<file path="config.mk">
export PLATFORM = sky130hd
export DESIGN_NAME = alm_div_16_pipe_flat
export DESIGN_NICKNAME = d
export VERILOG_FILES = /design/src/rtl/alm_div_16_pipe_if.sv /design/src/rtl/alm_div_16_pipe.sv /design/src/flat_wrapper.sv
export SDC_FILE = /design/constraint.sdc
export NUM_CORES = 1
export LEC_CHECK = 0
export ABC_CLOCK_PERIOD_IN_PS = 5600
export CORE_UTILIZATION = 33
export DETAILED_ROUTE_END_ITERATION = 16
export GPL_TIMING_DRIVEN = 0
export PLACE_DENSITY = 0.62
export SLEW_MARGIN = 10
export SYNTH_ARGS = -nofsm -noshare
export SYNTH_HDL_FRONTEND = slang
export SYNTH_SLANG_ARGS = --single-unit
</file>
<file path="constraint.sdc">
create_clock -name i_clk -period 5.6 [get_ports i_clk]
set_clock_uncertainty 0.1 [all_clocks]
set_input_delay 1.12 -clock i_clk [delete_from_list [all_inputs] [get_ports i_clk]]
set_output_delay 1.12 -clock i_clk [all_outputs]
set_load 0.005 [all_outputs]
</file>
<file path="src/rtl/alm_div_16_pipe_if.sv">
// Operand/result handshake bundle for the approximate log divider.
// The slave modport is the divider's view; master is the upstream/downstream side.
interface alm_div_16_pipe_if;
  logic        i_valid;
  logic        o_ready;
  logic [15:0] i_a;
  logic [15:0] i_b;
  logic        o_valid;
  logic        i_ready;
  logic [31:0] o_q;
  logic        o_dz;
  logic        o_ovf;

  modport slave (
    input  i_valid, i_a, i_b, i_ready,
    output o_ready, o_valid, o_q, o_dz, o_ovf
  );

  modport master (
    output i_valid, i_a, i_b, i_ready,
    input  o_ready, o_valid, o_q, o_dz, o_ovf
  );
endinterface

</file>
<file path="src/rtl/alm_div_16_pipe.sv">
// Three-stage approximate logarithmic divider: log convert, subtract logs,
// antilog with saturation to signed Q16.16. One global stall for all stages.
module alm_div_16_pipe #(
  parameter int M_WIDTH = 5
) (
  input  logic                 i_clk,
  input  logic                 i_rst_n,
  alm_div_16_pipe_if.slave     bus
);

  localparam int LW = 4 + M_WIDTH;
  localparam int DW = 5 + M_WIDTH;
  localparam logic [6:0] S_OFF = 7'(16 - M_WIDTH);

  // Two's-complement magnitude; 0x8000 stays 0x8000 as an unsigned value.
  function automatic logic [15:0] f_abs16(input logic [15:0] x);
    logic [15:0] r;
    if (x[15]) r = 16'd0 - x;
    else       r = x;
    return r;
  endfunction

  // Leading-one characteristic plus truncated mantissa with forced LSB.
  function automatic logic [LW-1:0] f_log(input logic [15:0] m);
    logic [3:0]  k;
    logic [15:0] sh;
    k = 4'd0;
    for (int i = 0; i < 16; i++) begin
      if (m[i]) k = i[3:0];
      else      k = k;
    end
    sh = m << (4'd15 - k);
    return {k, sh[14 -: M_WIDTH-1], 1'b1};
  endfunction

  logic          w_advance;
  logic          r_v1, r_v2, r_v3;
  logic          r_sign1, r_az1, r_bz1;
  logic [LW-1:0] r_la1, r_lb1;
  logic          r_sign2, r_az2, r_bz2;
  logic [DW-1:0] r_d2;
  logic [31:0]   r_q3;
  logic          r_dz3, r_ovf3;

  logic [15:0]   w_mag_a, w_mag_b;
  logic [4:0]    w_c;
  logic [6:0]    w_s, w_neg_s;
  logic [32:0]   w_mant, w_mag, w_neg_mag;
  logic [31:0]   w_q;
  logic          w_dz, w_ovf;

  assign w_advance   = !r_v3 | bus.i_ready;
  assign bus.o_ready = w_advance;
  assign bus.o_valid = r_v3;
  assign bus.o_q     = r_q3;
  assign bus.o_dz    = r_dz3;
  assign bus.o_ovf   = r_ovf3;

  // Operand magnitudes feeding the log conversion.
  always_comb begin
    w_mag_a = f_abs16(bus.i_a);
    w_mag_b = f_abs16(bus.i_b);
  end

  // Antilog of the log difference, then sign, saturation and zero cases.
  always_comb begin
    w_c       = r_d2[DW-1:M_WIDTH];
    w_s       = {{2{w_c[4]}}, w_c} + S_OFF;
    w_neg_s   = 7'd0 - w_s;
    w_mant    = {{(32-M_WIDTH){1'b0}}, 1'b1, r_d2[M_WIDTH-1:0]};
    if (w_s[6]) w_mag = w_mant >> w_neg_s[5:0];
    else        w_mag = w_mant << w_s[5:0];
    w_neg_mag = 33'd0 - w_mag;
    w_q       = 32'd0;
    w_dz      = 1'b0;
    w_ovf     = 1'b0;
    if (r_bz2) begin
      w_dz = 1'b1;
      w_q  = r_sign2 ? 32'h8000_0000 : 32'h7FFF_FFFF;
    end else if (r_az2) begin
      w_q = 32'd0;
    end else if (!r_sign2) begin
      if (w_mag > 33'h0_7FFF_FFFF) begin
        w_q   = 32'h7FFF_FFFF;
        w_ovf = 1'b1;
      end else begin
        w_q = w_mag[31:0];
      end
    end else begin
      // Exactly 2^31 negated is representable, so only strictly larger saturates.
      if (w_mag > 33'h0_8000_0000) begin
        w_q   = 32'h8000_0000;
        w_ovf = 1'b1;
      end else begin
        w_q = w_neg_mag[31:0];
      end
    end
  end

  // Pipeline registers: every stage shifts together on advance, otherwise holds.
  always_ff @(posedge i_clk or negedge i_rst_n) begin
    if (!i_rst_n) begin
      r_v1    <= 1'b0;
      r_v2    <= 1'b0;
      r_v3    <= 1'b0;
      r_sign1 <= 1'b0;
      r_az1   <= 1'b0;
      r_bz1   <= 1'b0;
      r_la1   <= '0;
      r_lb1   <= '0;
      r_sign2 <= 1'b0;
      r_az2   <= 1'b0;
      r_bz2   <= 1'b0;
      r_d2    <= '0;
      r_q3    <= 32'd0;
      r_dz3   <= 1'b0;
      r_ovf3  <= 1'b0;
    end else if (w_advance) begin
      r_v1    <= bus.i_valid;
      r_sign1 <= bus.i_a[15] ^ bus.i_b[15];
      r_az1   <= (w_mag_a == 16'd0);
      r_bz1   <= (w_mag_b == 16'd0);
      r_la1   <= f_log(w_mag_a);
      r_lb1   <= f_log(w_mag_b);
      r_v2    <= r_v1;
      r_sign2 <= r_sign1;
      r_az2   <= r_az1;
      r_bz2   <= r_bz1;
      r_d2    <= {1'b0, r_la1} - {1'b0, r_lb1};
      r_v3    <= r_v2;
      r_q3    <= w_q;
      r_dz3   <= w_dz;
      r_ovf3  <= w_ovf;
    end
  end

endmodule

</file>
<file path="src/flat_wrapper.sv">
// flat-port wrapper written by rule: the top's interface ports become plain ports
module alm_div_16_pipe_flat 
#(
  parameter int M_WIDTH = 5
)
  (i_clk, i_rst_n, bus_i_valid, bus_i_a, bus_i_b, bus_i_ready, bus_o_ready, bus_o_valid, bus_o_q, bus_o_dz, bus_o_ovf);
  alm_div_16_pipe_if bus_i ();
  input  logic i_clk;
  input  logic i_rst_n;
  input wire logic [$bits(bus_i.i_valid)-1:0] bus_i_valid;
  input wire logic [$bits(bus_i.i_a)-1:0] bus_i_a;
  input wire logic [$bits(bus_i.i_b)-1:0] bus_i_b;
  input wire logic [$bits(bus_i.i_ready)-1:0] bus_i_ready;
  output wire logic [$bits(bus_i.o_ready)-1:0] bus_o_ready;
  output wire logic [$bits(bus_i.o_valid)-1:0] bus_o_valid;
  output wire logic [$bits(bus_i.o_q)-1:0] bus_o_q;
  output wire logic [$bits(bus_i.o_dz)-1:0] bus_o_dz;
  output wire logic [$bits(bus_i.o_ovf)-1:0] bus_o_ovf;
  assign bus_i.i_valid = bus_i_valid;
  assign bus_i.i_a = bus_i_a;
  assign bus_i.i_b = bus_i_b;
  assign bus_i.i_ready = bus_i_ready;
  assign bus_o_ready = bus_i.o_ready;
  assign bus_o_valid = bus_i.o_valid;
  assign bus_o_q = bus_i.o_q;
  assign bus_o_dz = bus_i.o_dz;
  assign bus_o_ovf = bus_i.o_ovf;
  alm_div_16_pipe #(.M_WIDTH(M_WIDTH)) u_core (.i_clk(i_clk), .i_rst_n(i_rst_n), .bus(bus_i));
endmodule
</file>
==> summary.md <==
| Metric | Value |
|---|---|
| WP data arrival | `5.35 ns` |
| RSZ-0062 raised after global routing | `false` |
| Top-level I/O count | `72` |
| Gate Count Post-Synth | `1025` |
| Maxcap violations | `0` |
| Initial DRT Pass Iterations | `5` |
| DRC | `0` |
| Fin crit share | `0.935` |
| Post-synth EDFFs | `0` |
| Pin count of the biggest net entering global routing | `43` |
| Pwr Density | `about 660 nW/µm²` |
| Slew Limit Fails | `0` |
| Seq/Total Area, Yosys | `0.223` |
| Clock transition at path regs | `0.06 ns` |
| Die Span Y | `154 µm` |
| Buffer levels on the longest clock path | `2` |
| Area of the multi-input gates | `between 5000 and 6000 µm²` |
| Antenna violations before repair | `0` |
| Cell Area, Synth | `roughly 7600 µm²` |
| Leading area contributor after synthesis | `dfrtp_1` |
| Cells after DPL | `1374` |
| Power Total | `roughly 6 mW` |
| Core ar. | `~23000 µm²` |
| Critical Path End | `u_core.bus.o_q[24]$_DFFE_PN0P_` |
| Layout filler cell count | `roughly 2400` |
| Crit path time final | `5.24 ns` |
| Worst-Margin Slew | `1.11 ns` |
| Clock insertion delay at the later pin of the skew report | `between 0.3 and 0.4 ns` |
| YS warnings | `0` |
| Area contributors post-synth | `dfrtp_1, nand2_1, o21ai_0, a21oi_1, nor2_1` |
| Clk sinks | `68` |
| GP Congestion | `around 0.97` |
| Most frequent cell after synthesis | `nand2_1` |
| Fmax | `0.191 GHz` |
| TritonCTS clock tree | `yes` |
| Worst hold path class | `reg2reg` |
| Hold Violations, Final | `0` |
| Final wirelength | `roughly 27 mm` |
| Commonest cells in the netlist | `nand2_1, nor2_1, o21ai_0, a21oi_1, dfrtp_1` |
| Top cell type's share of synthesized area | `0.223` |
| Antenna Nets Post-Route | `0` |
| GRT Total Usage | `0.227` |
| Layout area overhead | `17.8%` |
| CTS H-Tree Depth | `3` |
| Full die area | `23800 µm²` |
| Initial Utilization | `0.337` |
| Input/output buffers | `63` |
| Drt via density | `roughly 6.0` |
| Horiz. Die Dim | `154 µm` |
| Crit Path Class | `reg2reg` |
| Post-CTS Hold Fix Bufs | `0` |
| Worst EP required | `between 5 and 6 ns` |
| CTS root buffer | `clkbuf_16` |
| Total congestion overflow | `0` |
| Reg area | `1700 µm²` |
| Leak pwr | `about 3.6 nW` |
| Postcts setup bufs | `0` |
| Flop2flop setup slack | `0.36 ns` |
| Startpoint types | `flip-flop` |
| Drt initial violations | `606` |
| Fin nets | `about 1200` |
| VDD IR-drop max | `0.284 mV` |
| Syn Nets | `1077` |
| Ys async rst share | `1.00` |
| Ant. Diodes | `0` |
| Vias | `8277` |
| Primary FF master, synth | `dfrtp_1` |
| Num CTS Buffers | `9` |
| Reg2reg end | `u_core.bus.o_q[24]$_DFFE_PN0P_` |
| Fin cells | `1389` |
| Yosys cell types | `97` |
| Final setup violation count | `0` |
| First-pass GRT wire length | `42.5 mm` |
| Status | `complete, no violations` |
| WL/cell | `19.2 µm` |
| Max_slew headroom | `0.254` |
| DP HPWL | `roughly 20 mm` |
| Layout cells sized above 1 | `0.0697` |
| Reg2reg start | `u_core.r_d2[5]$_DFFE_PN0P_` |
| Vias in the first global route | `7817` |
| Crit path capture type | `flip-flop` |
| R2R depth | `17` |
| Std cell rows | `55` |
| Flops & latches, synth | `68` |
| Crit. Startpoint | `u_core.r_d2[5]$_DFFE_PN0P_` |
| Syn avg cell area | `roughly 7.5 µm²` |
| CP max FO | `10` |
==> routing by layer <==
| layer | part of all wire | wire length [µm] | track usage |
|---|---|---|---|
| met1 | 0.43 | 11600 | 0.293 |
| met2 | 0.47 | 12600 | 0.382 |
| met3 | 0.061 | 1610 | 0.0279 |
| met4 | 0.030 | 802 | 0.0943 |
| met5 | 0 | 0 | 0 |
==> worst max-delay path: stages, from the launching register on <==
cell and delay (ns):
dfrtp_1 0.43, clkbuf_2 0.25, clkbuf_2 0.26, inv_1 0.11, ha_1 0.32, clkbuf_1 0.30
clkbuf_2 0.31, mux2i_1 0.23, a21oi_1 0.10, and3_1 0.22, o21ai_0 0.40, ha_1 0.50
and2_1 0.27, nand3_2 0.24, nor4b_4 0.38, mux2_1 0.36, o2111ai_1 0.21, o211ai_1 0.11
==> logic make-up (layout without fill, tap and decap cells) <==
group,count (synthesis),count (layout),share of synthesized area
flops,68,68,0.223
fa+ha+maj,16,16,0.0262
compound gates,348,348,0.312
xor+xnor,61,61,0.0719
buf+inv,100,179,0.0526
simple gates,396,396,0.265
mux,36,36,0.0495
==> flip-flops by register name (all words and copies together), names as in the netlist, 8 cells and up <==
register        flops
u_core.r_d2         9
u_core.r_la1        8
u_core.r_lb1        8
u_core.bus.o_q     32
==> final cells by class <==
class | count | area share
inverters | 35 | 0.0146
well taps | 285 | 0.0396
plain buffers | 64 | 0.0302
flip-flops and latches | 68 | 0.189
clock inverters | 7 | 0.0118
multi-input cells | 857 | 0.617
clock buffers | 9 | 0.0250
repair buffers | 64 | 0.0729
==> placed cells by master (no fill, tap or decap), drive strengths merged, types with 10 or more instances in the layout <==
master	Yosys	layout
inv	35	38
o21ai	91	91
and3	17	17
mux2i	25	25
or3	10	10
nand2	119	119
ha	16	16
xor2	30	30
nand4	11	11
a21oi	73	73
o21a	10	10
nor3	20	20
mux2	11	11
buf	15	17
o31ai	19	19
o211ai	14	14
a21o	11	11
a31oi	11	11
nor2	86	86
nor2b	11	11
dfrtp	68	68
nand2b	19	19
or4	10	10
nand3	32	32
a211oi	13	13
clkdlybuf4s50	0	62
xnor2	31	31
and2	20	20
clkbuf	50	58
==> repair_timing <==
item | 4_1_cts | 5_1_grt
endpoints found under the setup margin | 2 | 6
resized for setup | 2 | 6
pin swaps | 0 | 1
==> worst min path at each step <==
stage / start / end / slack (ns) / depth (start not counted)
6_report: u_core.r_sign1$_DFFE_PN0P_ / u_core.r_sign2$_DFFE_PN0P_ / 0.38 / 2
5_1_grt: u_core.bus.o_q[20]$_DFFE_PN0P_ / u_core.bus.o_q[20]$_DFFE_PN0P_ / 0.41 / 1
4_1_cts: u_core.r_sign1$_DFFE_PN0P_ / u_core.r_sign2$_DFFE_PN0P_ / 0.38 / 2
3_5_place_dp: u_core.bus.o_q[4]$_DFFE_PN0P_ / u_core.bus.o_q[4]$_DFFE_PN0P_ / 0.37 / 2
3_3_place_gp: u_core.r_v2$_DFFE_PN0P_ / u_core.r_v2$_DFFE_PN0P_ / 0.34 / 2
2_1_floorplan: u_core.r_v2$_DFFE_PN0P_ / u_core.r_v2$_DFFE_PN0P_ / 0.33 / 2
==> where the power goes <==
group          leakage [nW]  switching (mW)  internal, mW
combinational          2.66            2.73          1.77
clock                 0.163           0.244         0.397
sequential            0.817           0.137         0.697
==> through the flow <==
stage | setup TNS, ns | setup WS [ns] | util | hold slack (ns) | area, µm²
2_1_floorplan | 0 | 1.04 | - | 0.330 | 7640
3_3_place_gp | -0.317 | -0.237 | 0.381 | 0.343 | 8630
3_5_place_dp | -0.276 | -0.186 | 0.382 | 0.369 | 8650
4_1_cts | 0 | 0.125 | 0.397 | 0.379 | 8980
5_1_grt | 0 | 0.149 | 0.397 | 0.406 | 9000
6_report | 0 | 0.363 | 0.397 | 0.375 | 9000
(Power assumes the default switching activity.)
